<file path="src/rtl/eth_phy_rx_frame_sync_ml.sv">
// eth_phy_rx_frame_sync_ml
//   Multi-lane 10GBASE-R block-lock (frame sync). Each lane watches its 2-bit
//   sync header. While unlocked it requests SERDES bitslips until it sees a
//   full window of valid headers. While locked it drops lock when too many
//   invalid headers arrive in one window. A lane that keeps slipping without
//   locking escalates to a one-cycle SERDES reset request.
//
//   Optional build macro: ETH_FRAME_SYNC_STATS_EN (per-lane saturating
//   lock-loss and bitslip counters; stat ports are 0 when undefined).
//
// Ports
//   rx_clk                clock
//   rx_rst                synchronous active-high reset
//   serdes_rx_hdr         per-lane sync header, lane n at [2n+1:2n]
//   serdes_rx_hdr_valid   per-lane header qualifier (gearbox gaps)
//   cfg_lane_enable       per-lane enable; 0 holds the lane in reset
//   serdes_rx_bitslip     per-lane bitslip request
//   serdes_rx_reset_req   per-lane one-cycle SERDES reset request
//   rx_block_lock         per-lane block lock
//   rx_all_lock           all enabled lanes locked (0 if none enabled)
//   stat_lock_loss_count  per-lane lock-loss count, 8 bits per lane
//   stat_bitslip_count    per-lane bitslip count, 8 bits per lane
//
// Lane FSM
//   state   | meaning
//   MONITOR | headers counted, lock decisions made
//   SLIP_HI | bitslip asserted, headers ignored
//   SLIP_LO | post-slip hold-off, headers ignored

module eth_phy_rx_frame_sync_ml #(
  parameter int NUM_LANES           = 1,
  parameter int HDR_WIDTH           = 2,
  parameter int SH_CNT_MAX          = 64,
  parameter int SH_INVALID_MAX      = 16,
  parameter int BITSLIP_HIGH_CYCLES = 1,
  parameter int BITSLIP_LOW_CYCLES  = 8,
  parameter int MAX_SLIPS           = 132
) (
  input  logic                           rx_clk,
  input  logic                           rx_rst,
  input  logic [NUM_LANES*HDR_WIDTH-1:0] serdes_rx_hdr,
  input  logic [NUM_LANES-1:0]           serdes_rx_hdr_valid,
  input  logic [NUM_LANES-1:0]           cfg_lane_enable,
  output logic [NUM_LANES-1:0]           serdes_rx_bitslip,
  output logic [NUM_LANES-1:0]           serdes_rx_reset_req,
  output logic [NUM_LANES-1:0]           rx_block_lock,
  output logic                           rx_all_lock,
  output logic [NUM_LANES*8-1:0]         stat_lock_loss_count,
  output logic [NUM_LANES*8-1:0]         stat_bitslip_count
);

  localparam int CNT_W   = $clog2(SH_CNT_MAX);
  localparam int INV_W   = $clog2(SH_INVALID_MAX) + 1;
  localparam int TMR_MAX = (BITSLIP_HIGH_CYCLES > BITSLIP_LOW_CYCLES) ?
                           BITSLIP_HIGH_CYCLES : BITSLIP_LOW_CYCLES;
  localparam int TMR_W   = (TMR_MAX > 1) ? $clog2(TMR_MAX) : 1;
  localparam int SLIP_W  = (MAX_SLIPS > 1) ? $clog2(MAX_SLIPS + 1) : 1;

  typedef enum logic [1:0] {
    ST_MONITOR = 2'd0,
    ST_SLIP_HI = 2'd1,
    ST_SLIP_LO = 2'd2
  } state_t;

  state_t            state_q  [NUM_LANES];
  state_t            state_d  [NUM_LANES];
  logic [CNT_W-1:0]  sh_cnt_q [NUM_LANES];
  logic [CNT_W-1:0]  sh_cnt_d [NUM_LANES];
  logic [INV_W-1:0]  inv_q    [NUM_LANES];
  logic [INV_W-1:0]  inv_d    [NUM_LANES];
  logic [TMR_W-1:0]  tmr_q    [NUM_LANES];
  logic [TMR_W-1:0]  tmr_d    [NUM_LANES];
  logic [SLIP_W-1:0] slip_q   [NUM_LANES];
  logic [SLIP_W-1:0] slip_d   [NUM_LANES];

  logic [NUM_LANES-1:0] lock_d;
  logic [NUM_LANES-1:0] bitslip_d;
  logic [NUM_LANES-1:0] rst_req_d;
  logic [NUM_LANES-1:0] slip_entry;
  logic                 all_lock_d;
  logic [HDR_WIDTH-1:0] hdr;
  logic                 hdr_ok;
  logic                 win_last;

  always_comb begin
    hdr        = '0;
    hdr_ok     = 1'b0;
    win_last   = 1'b0;
    lock_d     = rx_block_lock;
    bitslip_d  = '0;
    rst_req_d  = '0;
    slip_entry = '0;
    for (int n = 0; n < NUM_LANES; n++) begin
      state_d[n]  = state_q[n];
      sh_cnt_d[n] = sh_cnt_q[n];
      inv_d[n]    = inv_q[n];
      tmr_d[n]    = tmr_q[n];
      slip_d[n]   = slip_q[n];

      hdr      = serdes_rx_hdr[n*HDR_WIDTH +: HDR_WIDTH];
      hdr_ok   = ^hdr;  // 01 / 10 are the only legal sync headers
      win_last = (sh_cnt_q[n] == CNT_W'(SH_CNT_MAX - 1));

      case (state_q[n])
        ST_MONITOR: begin
          if (serdes_rx_hdr_valid[n]) begin
            if (hdr_ok) begin
              if (win_last) begin
                sh_cnt_d[n] = '0;
                inv_d[n]    = '0;
                if (inv_q[n] == '0) lock_d[n] = 1'b1;
              end else begin
                sh_cnt_d[n] = sh_cnt_q[n] + CNT_W'(1);
              end
            end else if (!rx_block_lock[n]) begin
              slip_entry[n] = 1'b1;
            end else if (inv_q[n] == INV_W'(SH_INVALID_MAX - 1)) begin
              lock_d[n]     = 1'b0;
              slip_entry[n] = 1'b1;
            end else if (win_last) begin
              sh_cnt_d[n] = '0;
              inv_d[n]    = '0;
            end else begin
              sh_cnt_d[n] = sh_cnt_q[n] + CNT_W'(1);
              inv_d[n]    = inv_q[n] + INV_W'(1);
            end
          end
        end
        ST_SLIP_HI: begin
          if (tmr_q[n] == '0) begin
            if (BITSLIP_LOW_CYCLES == 0) begin
              state_d[n] = ST_MONITOR;
            end else begin
              state_d[n] = ST_SLIP_LO;
              tmr_d[n]   = TMR_W'(BITSLIP_LOW_CYCLES - 1);
            end
          end else begin
            tmr_d[n] = tmr_q[n] - TMR_W'(1);
          end
        end
        ST_SLIP_LO: begin
          if (tmr_q[n] == '0) state_d[n] = ST_MONITOR;
          else                tmr_d[n]   = tmr_q[n] - TMR_W'(1);
        end
        default: state_d[n] = ST_MONITOR;
      endcase

      if (slip_entry[n]) begin
        state_d[n]  = ST_SLIP_HI;
        tmr_d[n]    = TMR_W'(BITSLIP_HIGH_CYCLES - 1);
        sh_cnt_d[n] = '0;
        inv_d[n]    = '0;
      end

      // Escalation fires together with the slip that reaches the limit.
      if (lock_d[n]) begin
        slip_d[n] = '0;
      end else if (MAX_SLIPS != 0 && slip_entry[n]) begin
        if (slip_q[n] == SLIP_W'(MAX_SLIPS - 1)) begin
          slip_d[n]    = '0;
          rst_req_d[n] = 1'b1;
        end else begin
          slip_d[n] = slip_q[n] + SLIP_W'(1);
        end
      end

      if (!cfg_lane_enable[n]) begin
        state_d[n]    = ST_MONITOR;
        sh_cnt_d[n]   = '0;
        inv_d[n]      = '0;
        tmr_d[n]      = '0;
        slip_d[n]     = '0;
        lock_d[n]     = 1'b0;
        rst_req_d[n]  = 1'b0;
        slip_entry[n] = 1'b0;
      end

      bitslip_d[n] = (state_d[n] == ST_SLIP_HI);
    end

    all_lock_d = (|cfg_lane_enable) & (&(rx_block_lock | ~cfg_lane_enable));
  end

  always_ff @(posedge rx_clk) begin
    if (rx_rst) begin
      for (int n = 0; n < NUM_LANES; n++) begin
        state_q[n]  <= ST_MONITOR;
        sh_cnt_q[n] <= '0;
        inv_q[n]    <= '0;
        tmr_q[n]    <= '0;
        slip_q[n]   <= '0;
      end
      rx_block_lock       <= '0;
      serdes_rx_bitslip   <= '0;
      serdes_rx_reset_req <= '0;
      rx_all_lock         <= 1'b0;
    end else begin
      for (int n = 0; n < NUM_LANES; n++) begin
        state_q[n]  <= state_d[n];
        sh_cnt_q[n] <= sh_cnt_d[n];
        inv_q[n]    <= inv_d[n];
        tmr_q[n]    <= tmr_d[n];
        slip_q[n]   <= slip_d[n];
      end
      rx_block_lock       <= lock_d;
      serdes_rx_bitslip   <= bitslip_d;
      serdes_rx_reset_req <= rst_req_d;
      rx_all_lock         <= all_lock_d;
    end
  end

`ifdef ETH_FRAME_SYNC_STATS_EN
  logic [7:0] loss_q [NUM_LANES];
  logic [7:0] bs_q   [NUM_LANES];

  // Counters survive lane disable; a disable while locked counts as a loss.
  always_ff @(posedge rx_clk) begin
    if (rx_rst) begin
      for (int n = 0; n < NUM_LANES; n++) begin
        loss_q[n] <= '0;
        bs_q[n]   <= '0;
      end
    end else begin
      for (int n = 0; n < NUM_LANES; n++) begin
        if (rx_block_lock[n] && !lock_d[n] && loss_q[n] != 8'hFF)
          loss_q[n] <= loss_q[n] + 8'd1;
        if (slip_entry[n] && bs_q[n] != 8'hFF)
          bs_q[n] <= bs_q[n] + 8'd1;
      end
    end
  end

  always_comb begin
    stat_lock_loss_count = '0;
    stat_bitslip_count   = '0;
    for (int n = 0; n < NUM_LANES; n++) begin
      stat_lock_loss_count[n*8 +: 8] = loss_q[n];
      stat_bitslip_count[n*8 +: 8]   = bs_q[n];
    end
  end
`else
  assign stat_lock_loss_count = '0;
  assign stat_bitslip_count   = '0;
`endif

endmodule

</file>
<file path="config.mk">
export PLATFORM = sky130hd
export DESIGN_NAME = eth_phy_rx_frame_sync_ml
export DESIGN_NICKNAME = d
export VERILOG_FILES = /design/src/rtl/eth_phy_rx_frame_sync_ml.sv
export SDC_FILE = /design/constraint.sdc
export NUM_CORES = 1
export LEC_CHECK = 0
export CAP_MARGIN = 15
export CORE_AREA = 4 4 59 61
export CTS_CLUSTER_DIAMETER = 150
export DETAILED_ROUTE_END_ITERATION = 6
export DIE_AREA = 0 0 63 65
export PLACE_DENSITY_LB_ADDON = 0.3
export REMOVE_ABC_BUFFERS = 1
export SYNTH_ARGS = -nofsm -noshare
export SYNTH_HDL_FRONTEND = slang
export SYNTH_SLANG_ARGS = --single-unit
</file>
<file path="constraint.sdc">
create_clock -name rx_clk -period 5.2 [get_ports rx_clk]
set_input_delay 0.78 -clock rx_clk [delete_from_list [all_inputs] [get_ports rx_clk]]
set_output_delay 0.78 -clock rx_clk [all_outputs]
set_load 0.005 [all_outputs]
</file>
==> flow_summary_export.csv, run 1 <==
group,metric,value,unit
routing,dr.pass1.iters,4,
worst_setup_path,reg2reg_slack,2820,ps
floorplan,die_area,4100,um^2
grt,grt_overflow,0,
place,dp_hpwl,2.30,mm
run,drv_cap,0,
clock_tree,clock_sinks,28,
routing,detail-route-antenna-nets,0,
synthesis,async_flop_share,0,
timing,tightest_slew,624,ps
worst_setup_path,critPathLaunchType,"input port",
floorplan,io_pins,26,
layout,final_cell_mix,"28 x dfxtp_1, 16 x conb_1, 13 x nor2_1",
worst_setup_path,path_max_fanout,8,
place,finalWeightedCongestion,0.825,
clock_tree,cts_tree,"done",
timing,rsz0062_at_grt,"no",
layout,postLayoutCellArea,1660,um^2
place,dpl-instance-area,1610,um^2
layout,nFillCells,281,
clock_tree,cts.repair.resized,0,
power_and_ir_drop,power.leakage,0.583,nW
floorplan,start_util,0.527,
clock_tree,cts-root-to-sink-buffers,2,
synthesis,synthCells,177,
clock_tree,clkLatencyLatePin,340,ps
grt,grt_pass1_wl,5.58,mm
floorplan,die_h,65,um
hold_path,hp-start,"slip_q[0][1]$_SDFFE_PP0P_",
synthesis,syn_avg_cell_area,8.86,um^2
timing,fin_worst_skew,10.0,ps
worst_setup_path,crit_type,"in -> reg",
power_and_ir_drop,ir_drop,197,uV
hold_path,hold-path-endpoint,"slip_q[0][1]$_SDFFE_PP0P_",
layout,fin_nets,200,
routing,vias,1282,
worst_setup_path,critPathArrivalTime,2770,ps
power_and_ir_drop,cellPowerDensity,239,nW/um^2
worst_setup_path,r2r_cells,7,
routing,routed_via_density,5.85,
routing,drt-initial-drc-count,51,
clock_tree,cts_setup_buffers,0,
clock_tree,numCtsBuffers,3,
hold_path,hold_class,"reg -> reg",
worst_setup_path,cp_slowest_stage_delay,540,ps
routing,wl,3.05,mm
layout,diodes,0,
synthesis,synth_edf_count,0,
grt,grt_usage,0.168,
hold_path,hold_depth,2,
timing,slew_headroom,0.582,
clock_tree,htree_levels,1,
timing,max_freq,401,MHz
grt,first_global_vias,1272,
worst_setup_path,reg2reg_to,"inv_q[0][2]$_SDFFE_PP0P_",
worst_setup_path,crit_path_end_kind,"register",
timing,finalCriticalPeriod,2490,ps
layout,final_util,0.558,
timing,finalSetupTns,0,ps
floorplan,die_x,63,um
layout,syn_to_final_growth,5.98,%
floorplan,rows,20,
synthesis,yosys_most_used_dff,"dfxtp_1",
worst_setup_path,timing.rr.start,"inv_q[0][0]$_SDFFE_PP0P_",
worst_setup_path,path_cells,"clkdlybuf4s50_1 -> xor2_1 -> o21ai_1 -> or4b_1 -> a21oi_1",
worst_setup_path,cp_slowest_cell,"or4b_1",
synthesis,ys_seq_area_frac,0.357,
routing,drcViolationCount,0,
status,status,"complete, no violations",
timing,hold_violations,0,
synthesis,ys_seq_elements,28,
power_and_ir_drop,finalPower,0.398,mW
clock_tree,clk_pin_slew,150,ps
layout,final_common_cell,"dfxtp_1",
clock_tree,postCtsHoldBufs,0,
routing,wl_per_cell,13.9,um
grt,grt_start_max_net_pins,17,
timing,layout_worst_path_cycle_share,0.480,
synthesis,ys_types,46,
synthesis,yosys_warnings,0,
timing,slew_viol_final,0,
worst_setup_path,critPathRequiredTime,5470,ps
floorplan,core_area,2980,um^2
grt,antenna_found_initial,0,
layout,drive_gt1_frac,0.0645,
synthesis,syn_area,1570,um^2
timing,finalSetupViolCount,0,
clock_tree,clock-root-buffer,"clkbuf_4",
place,io_buffers,9,
-- worst max-delay path by stage --
stage | from | end | slack [ps] | cells after the start
global route | serdes_rx_hdr[1] | slip_q[0][7]$_SDFFE_PP0P_ | 2500 | 5
CTS | serdes_rx_hdr[1] | slip_q[0][6]$_SDFFE_PP0P_ | 2730 | 5
global placement | serdes_rx_hdr[1] | slip_q[0][6]$_SDFFE_PP0P_ | 2420 | 5
floorplan | serdes_rx_hdr[1] | slip_q[0][6]$_SDFFE_PP0P_ | 3020 | 4
detailed placement | serdes_rx_hdr[1] | slip_q[0][6]$_SDFFE_PP0P_ | 2370 | 5
finish | serdes_rx_hdr[1] | inv_q[0][2]$_SDFFE_PP0P_ | 2710 | 5
-- state kept, by name (all words and copies together), names as in the netlist, 2 cells and up --
signal / flops
tmr_q: 3
slip_q: 8
state_q: 2
inv_q: 5
sh_cnt_q: 6
-- metal layers --
metal  up-vias  global-route usage  wire length [um]
li1        630                   -                 -
met1       619               0.194              1360
met2        30               0.307              1540
met3         3              0.0433               141
met4         0              0.0413                11
met5         -                   0                 0
-- cells in the mapped netlist, types with 3 or more instances --
master    number  area [um^2]
dfxtp_1       28          561
buf_4         16          120
nor2_1        13         48.8
a21oi_1       10         50.1
o21ai_0        9         45.0
nand2_1        8         30.0
nand3_1        8         40.0
ha_1           7         87.6
nor3_1         7         35.0
xor2_1         7         61.3
inv_1          5         18.8
xnor2_1        5         43.8
a211oi_1       4         30.0
nand4_1        4         25.0
and2_1         3         18.8
and3_1         3         18.8
nand2b_1       3         18.8
nor2b_1        3         18.8
-- where the power goes --
group | internal [mW] | switching (mW) | leakage (nW)
combinational | 0.0128 | 0.0228 | 0.330
clock | 0.0781 | 0.0653 | 0.0279
sequential | 0.216 | 0.00219 | 0.226
-- per-stage QoR --
step           hold WS, ps  worst slack, ps  std cells
6_report               495             2710        219
5_1_grt                537             2500        219
4_1_cts                490             2730        219
3_5_place_dp           468             2370        215
3_3_place_gp           469             2420        215
2_1_floorplan          444             3020        173
-- worst max-delay path, delay by kind of cell --
family,cells,cell delay [ps]
AND/OR/NAND/NOR,1,540
buffers and inverters,1,510
XOR/XNOR,1,470
AO/OA/AOI/OAI,2,450
-- kinds of logic after synthesis --
logic type	Yosys count	synth area share
buf+inv	24	0.105
simple gates	64	0.235
xor+xnor	12	0.0670
flops	28	0.357
mux	1	0.00638
compound gates	40	0.171
fa+ha+maj	7	0.0558
other cells	1	0.00239
-- cell type report --
cell class	count	area [um^2]	area share
repair buffers	9	90.1	0.0542
multi-input cells	140	900	0.541
clock inverters	1	30.0	0.0181
clock buffers	3	22.5	0.0135
inverters	5	18.8	0.0113
flip-flops and latches	28	561	0.337
well taps	33	41.3	0.0248
Power figures use the tool's default switching activity.
==> run 2: changes to the inputs <==
--- a/config.mk
+++ b/config.mk
@@ -6,10 +6,10 @@
 export NUM_CORES = 1
 export LEC_CHECK = 0
 export CAP_MARGIN = 15
-export CORE_AREA = 4 4 59 61
+export CORE_AREA = 4 4 60 62
 export CTS_CLUSTER_DIAMETER = 150
 export DETAILED_ROUTE_END_ITERATION = 6
-export DIE_AREA = 0 0 63 65
+export DIE_AREA = 0 0 64 66
 export PLACE_DENSITY_LB_ADDON = 0.3
 export REMOVE_ABC_BUFFERS = 1
 export SYNTH_ARGS = -nofsm -noshare
==> constraint.sdc (replaced) <==
create_clock -name rx_clk -period 2.3 [get_ports rx_clk]
set_input_delay 0.345 -clock rx_clk [delete_from_list [all_inputs] [get_ports rx_clk]]
set_output_delay 0.345 -clock rx_clk [all_outputs]
set_load 0.005 [all_outputs]
==> run 2 against run 1 <==
Compared with the run above: first-iteration DRC count rose by 16%; die area rose by 3.2%; register-to-register slack got worse by 2600 ps; non-clock buffer count rose by 9; clock power rose by 34%; cell count rose by 8.7%; routed wire length fell by 2.3%; clock skew fell by 7.2 ps; final area rose by 3.2%; critical path type is now reg -> reg.
==> flow_summary_export.csv, run 2 (same netlist as run 1, synthesis figures left out) <==
group,metric,value,unit
layout,final_common_cell,"dfxtp_1",
worst_setup_path,critPathRequiredTime,2540,ps
timing,hold-worst-slack,503,ps
floorplan,start_util,0.518,
clock_tree,postCtsHoldBufs,0,
layout,top_regs,"slip_q x8, sh_cnt_q x6, inv_q x5",
routing,detail-route-antenna-nets,0,
layout,final_cells,238,
hold_path,hold_class,"reg -> reg",
worst_setup_path,crit_path_end_kind,"register",
grt,antenna_found_initial,0,
worst_setup_path,path_max_fanout,7,
power_and_ir_drop,finalPower,0.778,mW
grt,grt_usage,0.156,
worst_setup_path,critPathLaunchType,"register",
layout,nFillCells,267,
power_and_ir_drop,swShare,0.242,
grt,grt_overflow,0,
clock_tree,numCtsBuffers,3,
worst_setup_path,critPathArrivalTime,2310,ps
power_and_ir_drop,pwr-share-comb,0.119,
timing,slew_headroom,0.586,
floorplan,die_h,66,um
layout,fin_nets,209,
place,io_buffers,9,
layout,ff_latch_area,561,um^2
clock_tree,clock_sinks,28,
layout,final_cell_mix,"28 x dfxtp_1, 16 x conb_1, 13 x nor2_1",
power_and_ir_drop,switchingPower,0.188,mW
power_and_ir_drop,power_frac_seq,0.635,
routing,vias,1263,
routing,drcViolationCount,0,
timing,fin_worst_skew,2.80,ps
layout,postLayoutCellArea,1720,um^2
status,status,"complete, no violations",
floorplan,io_pins,26,
power_and_ir_drop,cellPowerDensity,453,nW/um^2
place,finalWeightedCongestion,0.827,
timing,hold_violations,0,
clock_tree,cts_setup_buffers,0,
routing,dr.pass1.iters,6,
place,placedCellCount,235,
routing,routed_via_density,5.31,
layout,diodes,0,
layout,syn_to_final_growth,9.41,%
floorplan,core_area,3030,um^2
power_and_ir_drop,ir_drop,239,uV
floorplan,rows,20,
timing,finalSetupViolCount,0,
power_and_ir_drop,power.leakage,0.613,nW
routing,drt-initial-drc-count,59,
grt,first_global_vias,1242,
routing,wl_per_cell,12.5,um
clock_tree,htree_levels,1,
place,dpl-instance-area,1690,um^2
clock_tree,clock-root-buffer,"clkbuf_4",
power_and_ir_drop,clkPwrFrac,0.246,
place,dp_hpwl,2.36,mm
layout,largest_register_ffs,8,
worst_setup_path,reg2reg_slack,240,ps
layout,multi_input_area,902,um^2
timing,rsz0062_at_grt,"no",
timing,finalCriticalPeriod,2060,ps
power_and_ir_drop,p_int,0.590,mW
timing,slew_viol_final,0,
routing,wl,2.98,mm
clock_tree,clkLatencyLatePin,320,ps
worst_setup_path,crit_type,"reg -> reg",
timing,tightest_slew,617,ps
clock_tree,cts_tree,"done",
floorplan,die_area,4220,um^2
clock_tree,cts-root-to-sink-buffers,2,
layout,regMostFlops,"slip_q",
floorplan,die_x,64,um
run,drv_cap,0,
grt,grt_pass1_wl,5.36,mm
timing,max_freq,485,MHz
layout,drive_gt1_frac,0.108,
timing,layout_worst_path_cycle_share,0.896,
clock_tree,clk_pin_slew,130,ps
grt,grt_start_max_net_pins,15,
-- run 2: cell types whose count changed in the layout (fill, tap and decap cells not counted), sizes merged --
cell    change
bufinv      -1
buf         +9
-- run 2: per-layer routing --
| metal | GRT usage | up-vias | part of all wire |
|---|---|---|---|
| met1 | 0.181 | 588 | 0.45 |
| met5 | 0 | - | 0 |
| li1 | - | 646 | - |
| met3 | 0.0408 | 2 | 0.053 |
| met4 | 0.0431 | 0 | 0.0067 |
| met2 | 0.281 | 27 | 0.49 |
-- run 2: critical path, stage by stage (launching register included) --
cell	delay, ps
dfxtp_1	390
ha_1	190
and3_1	160
ha_1	150
nand2b_2	200
nand4_1	170
or4_1	500
a211oi_1	230
-- run 2: stage by stage --
step	utilization	worst slack, ps	TNS (ps)
after CTS	0.566	132	0
after global routing	0.567	31.5	0
after global placement	0.559	37.6	0
final	0.567	238	0
after floorplan	-	247	0
after detailed placement	0.559	-27.5	-47.2
-- run 2: path summary, 6_finish.rpt --
kind	start	depth (start not counted)	endpoint
worst min register to register	slip_q[0][1]$_SDFFE_PP0P_	2	slip_q[0][1]$_SDFFE_PP0P_
worst max register to register	inv_q[0][0]$_SDFFE_PP0P_	7	slip_q[0][7]$_SDFFE_PP0P_
worst min-delay path	slip_q[0][1]$_SDFFE_PP0P_	2	slip_q[0][1]$_SDFFE_PP0P_
worst max-delay path	inv_q[0][0]$_SDFFE_PP0P_	7	slip_q[0][7]$_SDFFE_PP0P_
-- run 2: power groups by stage --
| stage | Sequential, mW | Combinational, mW | Clock (mW) |
|---|---|---|---|
| after global placement | 0.504 | 0.0887 | 0 |
| final | 0.494 | 0.0929 | 0.191 |
| after detailed placement | 0.504 | 0.0918 | 0 |
| after floorplan | 0.504 | 0.0544 | 0 |
| after global routing | 0.495 | 0.103 | 0.220 |
| after CTS | 0.494 | 0.0922 | 0.205 |
-- run 2: area by class of cell --
| type | count | share of cell area |
|---|---|---|
| Clock buffer | 3 | 0.0131 |
| Inverter | 5 | 0.0109 |
| Multi-Input combinational cell | 140 | 0.526 |
| Sequential cell | 28 | 0.327 |
| Tap cell | 44 | 0.0321 |
| Timing Repair Buffer | 18 | 0.0918 |
-- run 2: what timing repair did --
item / CTS / global route
endpoints found under the setup margin: 0 / 1
endpoints found under the hold margin: 0 / 0
resized for setup: 0 / 1
==> run 3: changes to the inputs <==
--- a/config.mk
+++ b/config.mk
@@ -6,10 +6,12 @@
 export NUM_CORES = 1
 export LEC_CHECK = 0
 export CAP_MARGIN = 15
-export CORE_AREA = 4 4 60 62
+export CELL_PAD_IN_SITES_DETAIL_PLACEMENT = 0
+export CELL_PAD_IN_SITES_GLOBAL_PLACEMENT = 1
+export CORE_AREA = 4 4 69 71
 export CTS_CLUSTER_DIAMETER = 150
 export DETAILED_ROUTE_END_ITERATION = 6
-export DIE_AREA = 0 0 64 66
+export DIE_AREA = 0 0 73 75
 export PLACE_DENSITY_LB_ADDON = 0.3
 export REMOVE_ABC_BUFFERS = 1
 export SYNTH_ARGS = -nofsm -noshare
==> run 3 against run 2 <==
Compared with the run above: non-clock buffer count grew 1; hold slack lost 14 ps; sequential power is essentially flat; die area grew 30%; critical path depth is the same; highest routed layer unchanged.
==> flow_summary_export.csv, run 3 (same netlist as run 1, synthesis figures left out) <==
group,metric,value,unit
grt,grt_overflow,0,
layout,top_regs,"slip_q x8, sh_cnt_q x6, inv_q x5",
power_and_ir_drop,clkPwrFrac,0.342,
grt,antenna_found_initial,0,
run,drv_cap,0,
clock_tree,clock-root-buffer,"clkbuf_8",
worst_setup_path,reg2reg_to,"slip_q[0][7]$_SDFFE_PP0P_",
timing,max_freq,482,MHz
timing,tightest_slew,595,ps
timing,finalSetupViolCount,0,
grt,grt_pass1_wl,5.61,mm
worst_setup_path,timing.rr.start,"inv_q[0][0]$_SDFFE_PP0P_",
timing,fin_ws,224,ps
worst_setup_path,critPathArrivalTime,2280,ps
grt,first_global_vias,1287,
grt,grt_start_max_net_pins,16,
clock_tree,cts_tree,"done",
place,place_ws,4.40,ps
routing,routed_via_density,5.22,
floorplan,rows,24,
floorplan,io_pins,26,
clock_tree,cts-root-to-sink-buffers,2,
routing,drt-initial-drc-count,62,
power_and_ir_drop,ir_drop,201,uV
floorplan,die_area,5480,um^2
layout,drive_gt1_frac,0.122,
place,io_buffers,9,
power_and_ir_drop,pwr-share-comb,0.106,
layout,multi_input_area,905,um^2
floorplan,core_area,4230,um^2
timing,slew_viol_final,0,
grt,grt_usage,0.132,
routing,vias,1294,
place,dp_hpwl,2.51,mm
floorplan,die_x,73,um
layout,fin_nets,210,
power_and_ir_drop,power.leakage,0.633,nW
worst_setup_path,path_max_fanout,7,
floorplan,start_util,0.371,
hold_path,hold_depth,2,
layout,final_cell_mix,"28 x dfxtp_1, 16 x conb_1, 13 x nor2_1",
clock_tree,numCtsBuffers,3,
power_and_ir_drop,p_int,0.682,mW
timing,slew_headroom,0.600,
timing,rsz0062_at_grt,"no",
routing,drcViolationCount,0,
layout,nFillCells,442,
timing,finalSetupTns,0,ps
worst_setup_path,crit_path_end_kind,"register",
clock_tree,htree_levels,1,
power_and_ir_drop,switchingPower,0.211,mW
clock_tree,clk_pin_slew,90,ps
clock_tree,clkLatencyLatePin,270,ps
status,status,"complete, no violations",
routing,dr.pass1.iters,4,
timing,finalCriticalPeriod,2080,ps
routing,wl,3.20,mm
worst_setup_path,crit_type,"reg -> reg",
layout,regMostFlops,"slip_q",
timing,layout_worst_path_cycle_share,0.903,
clock_tree,clock_sinks,28,
clock_tree,postCtsHoldBufs,0,
layout,largest_register_ffs,8,
timing,hold-worst-slack,489,ps
hold_path,hold_class,"reg -> reg",
worst_setup_path,critPathLaunchType,"register",
clock_tree,cts_setup_buffers,0,
timing,hold_violations,0,
power_and_ir_drop,power_frac_seq,0.552,
worst_setup_path,critPathRequiredTime,2500,ps
layout,diodes,0,
floorplan,die_h,75,um
hold_path,hp-start,"slip_q[0][1]$_SDFFE_PP0P_",
worst_setup_path,reg2reg_slack,220,ps
power_and_ir_drop,cellPowerDensity,505,nW/um^2
hold_path,hold-path-endpoint,"slip_q[0][1]$_SDFFE_PP0P_",
layout,ff_latch_area,561,um^2
layout,syn_to_final_growth,12.8,%
power_and_ir_drop,swShare,0.236,
routing,detail-route-antenna-nets,0,
routing,wl_per_cell,12.9,um
layout,final_common_cell,"dfxtp_1",
worst_setup_path,r2r_cells,7,
place,finalWeightedCongestion,0.846,
timing,fin_worst_skew,3.36,ps
run 3: power groups by stage:
stage / clock network, mW / registers (mW) / logic (mW)
global placement: 0 / 0.504 / 0.0922
floorplan: 0 / 0.504 / 0.0544
finish: 0.306 / 0.493 / 0.0948
detailed placement: 0 / 0.505 / 0.0942
CTS: 0.312 / 0.493 / 0.0944
global route: 0.335 / 0.494 / 0.108
run 3: worst max-delay path by stage:
stage | cells after the start | startpoint | endpoint
6_report | 7 | inv_q[0][0]$_SDFFE_PP0P_ | slip_q[0][7]$_SDFFE_PP0P_
5_1_grt | 7 | inv_q[0][1]$_SDFFE_PP0P_ | slip_q[0][7]$_SDFFE_PP0P_
4_1_cts | 8 | inv_q[0][0]$_SDFFE_PP0P_ | tmr_q[0][0]$_SDFFE_PP0P_
3_5_place_dp | 5 | serdes_rx_hdr[1] | slip_q[0][7]$_SDFFE_PP0P_
3_3_place_gp | 5 | serdes_rx_hdr[1] | slip_q[0][6]$_SDFFE_PP0P_
2_1_floorplan | 7 | inv_q[0][0]$_SDFFE_PP0P_ | inv_q[0][2]$_SDFFE_PP0P_
run 3: worst max-delay path, stage by stage, from the launching register on:
cell      delay, ps
dfxtp_1         390
ha_1            210
and3_1          160
ha_1            150
nand2b_2        200
nand4_1         170
or4_1           510
a211oi_1        220
run 3: layout make-up:
class                   count  share of cell area
flip-flops and latches     28               0.317
multi-input cells         140               0.511
inverters                   5              0.0106
clock buffers               4              0.0311
repair buffers             19              0.0934
well taps                  52              0.0368
run 3: metal layers:
| metal | track usage | up-vias | part of all wire |
|---|---|---|---|
| met4 | 0.0656 | 0 | 0.024 |
| met1 | 0.151 | 604 | 0.44 |
| li1 | - | 653 | - |
| met3 | 0.0280 | 7 | 0.044 |
| met2 | 0.232 | 30 | 0.50 |
| met5 | 0 | - | 0 |
run 3: timing repair:
item | in CTS | in global routing
hold endpoints to repair | 0 | 0
resized for setup | 0 | 2
setup endpoints to repair | 0 | 3
run 3: per-stage QoR:
stage          total power [mW]  cells  utilization  area [um^2]
2_1_floorplan             0.558    173            -         1480
3_3_place_gp              0.597    244        0.404         1710
3_5_place_dp              0.599    244        0.404         1710
4_1_cts                   0.900    248        0.417         1760
5_1_grt                   0.937    248        0.418         1770
6_report                  0.894    248        0.418         1770
